### src/rtl/mem_port_arbiter.sv
// Shares one 16-bit memory port between instruction fetch (IF) and data load/store (D).
// D has priority, a starvation counter guarantees IF progress, and reads are tracked to their requester.
`timescale 1ns/1ps
module mem_port_arbiter #(
   parameter int RD_LAT     = 1,
   parameter int STARVE_LIM = 4
) (
   input  logic        clk,
   input  logic        reset,
   input  logic        i_if_req,
   input  logic [15:0] i_if_addr,
   output logic        o_if_gnt,
   output logic        o_if_rvalid,
   output logic [15:0] o_if_rdata,
   input  logic        i_d_req,
   input  logic        i_d_we,
   input  logic [15:0] i_d_addr,
   input  logic [15:0] i_d_wrdata,
   output logic        o_d_gnt,
   output logic        o_d_rvalid,
   output logic [15:0] o_d_rdata,
   output logic [15:0] o_mem_addr,
   output logic        o_mem_rd,
   output logic        o_mem_wr,
   output logic [15:0] o_mem_wrdata,
   input  logic [15:0] i_mem_rddata,
   output logic        o_busy
);

   typedef enum logic [0:0] {
      ST_IDLE    = 1'b0,
      ST_RD_WAIT = 1'b1
   } state_t;

   localparam logic [2:0] LAT_LAST   = 3'(RD_LAT - 1);
   localparam logic [3:0] STARVE_MAX = 4'(STARVE_LIM);
   localparam logic [3:0] STARVE_SAT = 4'd15;

   state_t      state_r;
   state_t      state_nxt_s;
   logic [2:0]  lat_cnt_r;
   logic [2:0]  lat_cnt_nxt_s;
   logic [3:0]  starve_cnt_r;
   logic [3:0]  starve_cnt_nxt_s;
   logic        owner_d_r;
   logic        owner_d_nxt_s;

   logic        ret_s;
   logic        may_issue_s;
   logic        starve_hit_s;
   logic        d_win_s;
   logic        if_win_s;
   logic        rd_issue_s;

   // Arbitration: return-cycle detection and winner selection; reset forces everything idle.
   always_comb begin
      ret_s        = 1'b0;
      may_issue_s  = 1'b0;
      starve_hit_s = 1'b0;
      d_win_s      = 1'b0;
      if_win_s     = 1'b0;
      rd_issue_s   = 1'b0;
      if (reset) begin
         ret_s = 1'b0;
      end else begin
         ret_s        = (state_r == ST_RD_WAIT) && (lat_cnt_r == LAT_LAST);
         may_issue_s  = (state_r == ST_IDLE) || ret_s;
         starve_hit_s = i_if_req && (starve_cnt_r >= STARVE_MAX);
         d_win_s      = may_issue_s && i_d_req && !starve_hit_s;
         if_win_s     = may_issue_s && !d_win_s && i_if_req;
         rd_issue_s   = if_win_s || (d_win_s && !i_d_we);
      end
   end

   // Grants, memory strobes and read-data return; read data passes straight through.
   always_comb begin
      o_if_gnt     = if_win_s;
      o_d_gnt      = d_win_s;
      o_if_rvalid  = ret_s && !owner_d_r;
      o_d_rvalid   = ret_s && owner_d_r;
      o_mem_addr   = 16'h0000;
      o_mem_rd     = 1'b0;
      o_mem_wr     = 1'b0;
      o_mem_wrdata = 16'h0000;
      o_busy       = !reset && (state_r == ST_RD_WAIT);
      if (reset) begin
         o_if_rdata = 16'h0000;
         o_d_rdata  = 16'h0000;
      end else begin
         o_if_rdata = i_mem_rddata;
         o_d_rdata  = i_mem_rddata;
      end
      if (d_win_s) begin
         o_mem_addr = i_d_addr;
         if (i_d_we) begin
            o_mem_wr     = 1'b1;
            o_mem_wrdata = i_d_wrdata;
         end else begin
            o_mem_rd = 1'b1;
         end
      end else if (if_win_s) begin
         o_mem_addr = i_if_addr;
         o_mem_rd   = 1'b1;
      end else begin
         o_mem_addr = 16'h0000;
      end
   end

   // Next-state: a new read may be issued in the return cycle of the previous one.
   always_comb begin
      state_nxt_s   = state_r;
      lat_cnt_nxt_s = lat_cnt_r;
      owner_d_nxt_s = owner_d_r;
      if (rd_issue_s) begin
         state_nxt_s   = ST_RD_WAIT;
         lat_cnt_nxt_s = 3'd0;
         owner_d_nxt_s = d_win_s;
      end else begin
         case (state_r)
            ST_IDLE: begin
               state_nxt_s   = ST_IDLE;
               lat_cnt_nxt_s = 3'd0;
            end
            ST_RD_WAIT: begin
               if (ret_s) begin
                  state_nxt_s   = ST_IDLE;
                  lat_cnt_nxt_s = 3'd0;
               end else begin
                  state_nxt_s   = ST_RD_WAIT;
                  lat_cnt_nxt_s = lat_cnt_r + 3'd1;
               end
            end
            default: begin
               state_nxt_s   = ST_IDLE;
               lat_cnt_nxt_s = 3'd0;
            end
         endcase
      end
   end

   // Starvation counter: counts issue opportunities lost by a waiting IF request.
   always_comb begin
      if (!i_if_req || if_win_s) begin
         starve_cnt_nxt_s = 4'd0;
      end else if (may_issue_s && (starve_cnt_r != STARVE_SAT)) begin
         starve_cnt_nxt_s = starve_cnt_r + 4'd1;
      end else begin
         starve_cnt_nxt_s = starve_cnt_r;
      end
   end

   // State registers with synchronous reset.
   always_ff @(posedge clk) begin
      if (reset) begin
         state_r      <= ST_IDLE;
         lat_cnt_r    <= 3'd0;
         starve_cnt_r <= 4'd0;
         owner_d_r    <= 1'b0;
      end else begin
         state_r      <= state_nxt_s;
         lat_cnt_r    <= lat_cnt_nxt_s;
         starve_cnt_r <= starve_cnt_nxt_s;
         owner_d_r    <= owner_d_nxt_s;
      end
   end

endmodule

### config.mk
export PLATFORM = sky130hd
export DESIGN_NAME = mem_port_arbiter
export DESIGN_NICKNAME = d
export VERILOG_FILES = /design/src/rtl/mem_port_arbiter.sv
export SDC_FILE = /design/constraint.sdc
export NUM_CORES = 1
export LEC_CHECK = 0
export CAP_MARGIN = 30
export CORE_ASPECT_RATIO = 0.8
export CORE_MARGIN = 1.5
export CORE_UTILIZATION = 25
export DETAILED_ROUTE_END_ITERATION = 6
export PLACE_DENSITY = 0.94
export SLEW_MARGIN = 30
export SYNTH_ARGS = -nofsm -noshare
export SYNTH_HDL_FRONTEND = slang
export SYNTH_SLANG_ARGS = --single-unit
### constraint.sdc
create_clock -name clk -period 2.27 [get_ports clk]
set_clock_uncertainty 0.05 [all_clocks]
set_input_delay 0.454 -clock clk [delete_from_list [all_inputs] [get_ports clk]]
set_output_delay 0.454 -clock clk [all_outputs]
set_load 0.01 [all_outputs]
==> impl_metrics.ini <==
[worst_setup_path]
arrival_ns = 1.82
rr_startpoint = lat_cnt_r[0]
startpoint = lat_cnt_r[0]
worstSetupPathType = reg -> out
r2r-end = starve_cnt_r[0]
crit_path_start_kind = flop
cp.required_ns = 1.77
endpoint_kind = output pin
rr_worst_depth = 6
crit_end = o_mem_wrdata[6]
rrSetupSlack_ns = 0.74
crit_path_max_fanout = 7

[run]
cap_violations = 0

[outcome]
violations = negative setup slack
outcome = complete, but fails checks

[logic_synthesis]
synth-seq-cells = 9
ys_seq_area_share_pct = 17.8
synth.top_cell.area_share_pct = 17.8
postSynthCellCount = 129
synth_area_leaders = dfxtp_1, a22o_1, buf_4
synth_cell_types = 30
synth_warnings = 0
synth_async_sr_flop_share_pct = 0
syn-cell-area_mm2 = 0.00101
avgSynthCellArea_um2 = 7.84
synth_edf_count = 0
yosysTopAreaCell = dfxtp_1
syn-num-nets = 201
synth_flop_cell = dfxtp_1

[clock_tree]
cts_root_buffer = clkbuf_8
cts.htree.levels = 1
cts-buffers-inserted = 3
clock-sinks = 9
clk_pin_slew_ns = 0.04
clk_latency_ns = 0.24
cts_max_path_buffers = 2
cts_tree = yes

[sta]
maxSlewViolCount = 0
setup_violations = 22
final.period_utilization_pct = 103
finalHoldViolCount = 0
timing.slew.headroom_pct = 81.6
fmax_mhz = 429
fin_ws_ns = -0.0590
min_period_ns = 2.33
tightest_slew_ns = 0.273
rsz0062_at_grt = true
finalSetupTns_ns = -0.883

[global_route]
grt_pass1_wl_mm = 6.78
grt-ovfl-total = 0
grt_max_degree = 21
grt_pass1_vias = 1390
grtUsageTotal_pct = 20.4
antenna_found_initial = 0

[layout]
drive_above_1_share_pct = 32.1
antenna_cells = 0
area_growth_pct = 163
final_cell_area_mm2 = 0.00266
fin_nets = 350
utilization_pct = 69.3

[pwr]
switching_share_pct = 28.3
power.switching_w = 0.000211
p_leak_nw = 1.31
clock_power_share_pct = 26.3
p_comb_share_pct = 51.7
powerDensity_mw_per_mm2 = 281
ir_drop_uv = 271
p_int_w = 0.000535
seq_power_share_pct = 22.0

[hold_path]
hold_class = reg -> reg
hold_start = lat_cnt_r[0]

[detailed_routing]
post_drt_wl_per_cell_um = 15.1
dr.pass1.iters = 4
wirelength_mm = 5.01
vias = 1557
via_per_inst = 4.69
first_iter_violations = 26
antenna_left = 0
drc = 0

[placed_design]
io_buffers = 139
gp_congestion = 0.869
placed_cell_area_mm2 = 0.00248
pre_cts_ws_ns = -0.635
hpwl_mm = 3.63

[floorplanning]
start_util_pct = 26.4
dieArea_mm2 = 0.00444
rows = 20
fp.dieW_um = 74.1
core_area_mm2 = 0.00383
io_pins = 140
die_h_um = 59.9
[cell usage in the layout, fill, tap and decap left out, types with 3 or more instances in the layout]
master | Yosys | final
a22o_1 | 16 | 16
and3_1 | 16 | 8
and3_4 | 0 | 8
buf_12 | 0 | 5
buf_2 | 3 | 25
buf_4 | 16 | 19
buf_6 | 3 | 13
clkbuf_8 | 0 | 3
clkdlybuf4s50_1 | 0 | 91
dfxtp_1 | 9 | 7
dlygate4sd2_1 | 0 | 6
dlymetal6s2s_1 | 0 | 6
inv_1 | 7 | 5
nand2_1 | 5 | 5
nand3_1 | 3 | 3
nor2_1 | 3 | 3
nor2b_1 | 18 | 17
nor3_1 | 3 | 3
[layout make-up]
| class | instances | area, µm² |
|---|---|---|
| multi-input combinational | 86 | 684 |
| fill | 298 | 1170 |
| clock buffer | 4 | 45.0 |
| tap | 55 | 68.8 |
| inverter | 8 | 31.3 |
| sequential | 9 | 183 |
| timing repair buffer | 170 | 1640 |
[sequential cells by signal, indices dropped and copies added, names as in the netlist]
register and count:
owner_d_r 1, starve_cnt_r 4, state_r 1, lat_cnt_r 3
[synth_stat cells (3+ instances only)]
library cell / n
clkbuf_1: 4
o221a_2: 3
dfxtp_1: 9
and3_1: 16
nor3_1: 3
nand3_1: 3
ha_1: 3
nand2_1: 5
buf_2: 3
a22o_1: 16
nor2b_1: 18
buf_6: 3
nor2_1: 3
inv_1: 7
buf_4: 16
[timing repair]
action / in CTS / in global routing
gates cloned: 3 / 3
resized for setup: 163 / 24
pin swaps: 14 / 5
endpoints found under the setup margin: 71 / 45
hold endpoints to repair: 0 / 0
hold buffers: 0 / 0
setup buffers: 3 / 2
[worst min path at each step]
stage	endpoint	slack, ns	depth (start not counted)
after floorplan	lat_cnt_r[0]	0.38	1
after global placement	starve_cnt_r[1]	0.42	2
after detailed placement	starve_cnt_r[1]	0.45	2
after CTS	starve_cnt_r[1]	0.46	2
after global routing	lat_cnt_r[0]	0.48	2
final	lat_cnt_r[0]	0.46	2
[per-layer routing]
metal	part of all wire, %	vias to the layer above	global-route usage [%]
met1	38	713	22.8
met3	9.8	8	7.42
li1	-	750	-
met2	51	86	36.7
met5	0	-	0
met4	1.1	0	4.76
[per-stage QoR]
step | hold slack [ns] | total power, W | std cells
after floorplan | 0.376 | 0.000296 | 129
after global placement | 0.422 | 0.000537 | 318
after detailed placement | 0.452 | 0.000542 | 318
after CTS | 0.459 | 0.000734 | 328
after global routing | 0.484 | 0.000781 | 332
final | 0.460 | 0.000746 | 332
[power by group through the flow]
| stage | Clock [W] | Combinational, W | Sequential, W |
|---|---|---|---|
| 2_1_floorplan | 0 | 0.000128 | 0.000167 |
| 3_3_place_gp | 0 | 0.000370 | 0.000167 |
| 3_5_place_dp | 0 | 0.000375 | 0.000167 |
| 4_1_cts | 0.000195 | 0.000375 | 0.000164 |
| 5_1_grt | 0.000207 | 0.000410 | 0.000165 |
| 6_report | 0.000196 | 0.000386 | 0.000164 |
[worst max-delay path, stage by stage, from the launching register on]
cell      delay (ns)
dfxtp_2         0.32
inv_2           0.06
ha_4            0.14
nand2b_4        0.05
a2111o_1        0.40
clkinv_2        0.10
buf_12          0.12
buf_16          0.11
and3_4          0.18
buf_6           0.10
[logic make-up (layout without fill, tap and decap cells)]
family,count (synthesis),in the layout,synth area share [%]
compound gates,31,31,26.5
fa+ha+maj,3,3,3.71
buf+inv,34,182,21.3
flops,9,9,17.8
mux,1,1,0.990
simple gates,51,51,29.7
Note: power is estimated with default switching activity, not from simulation.
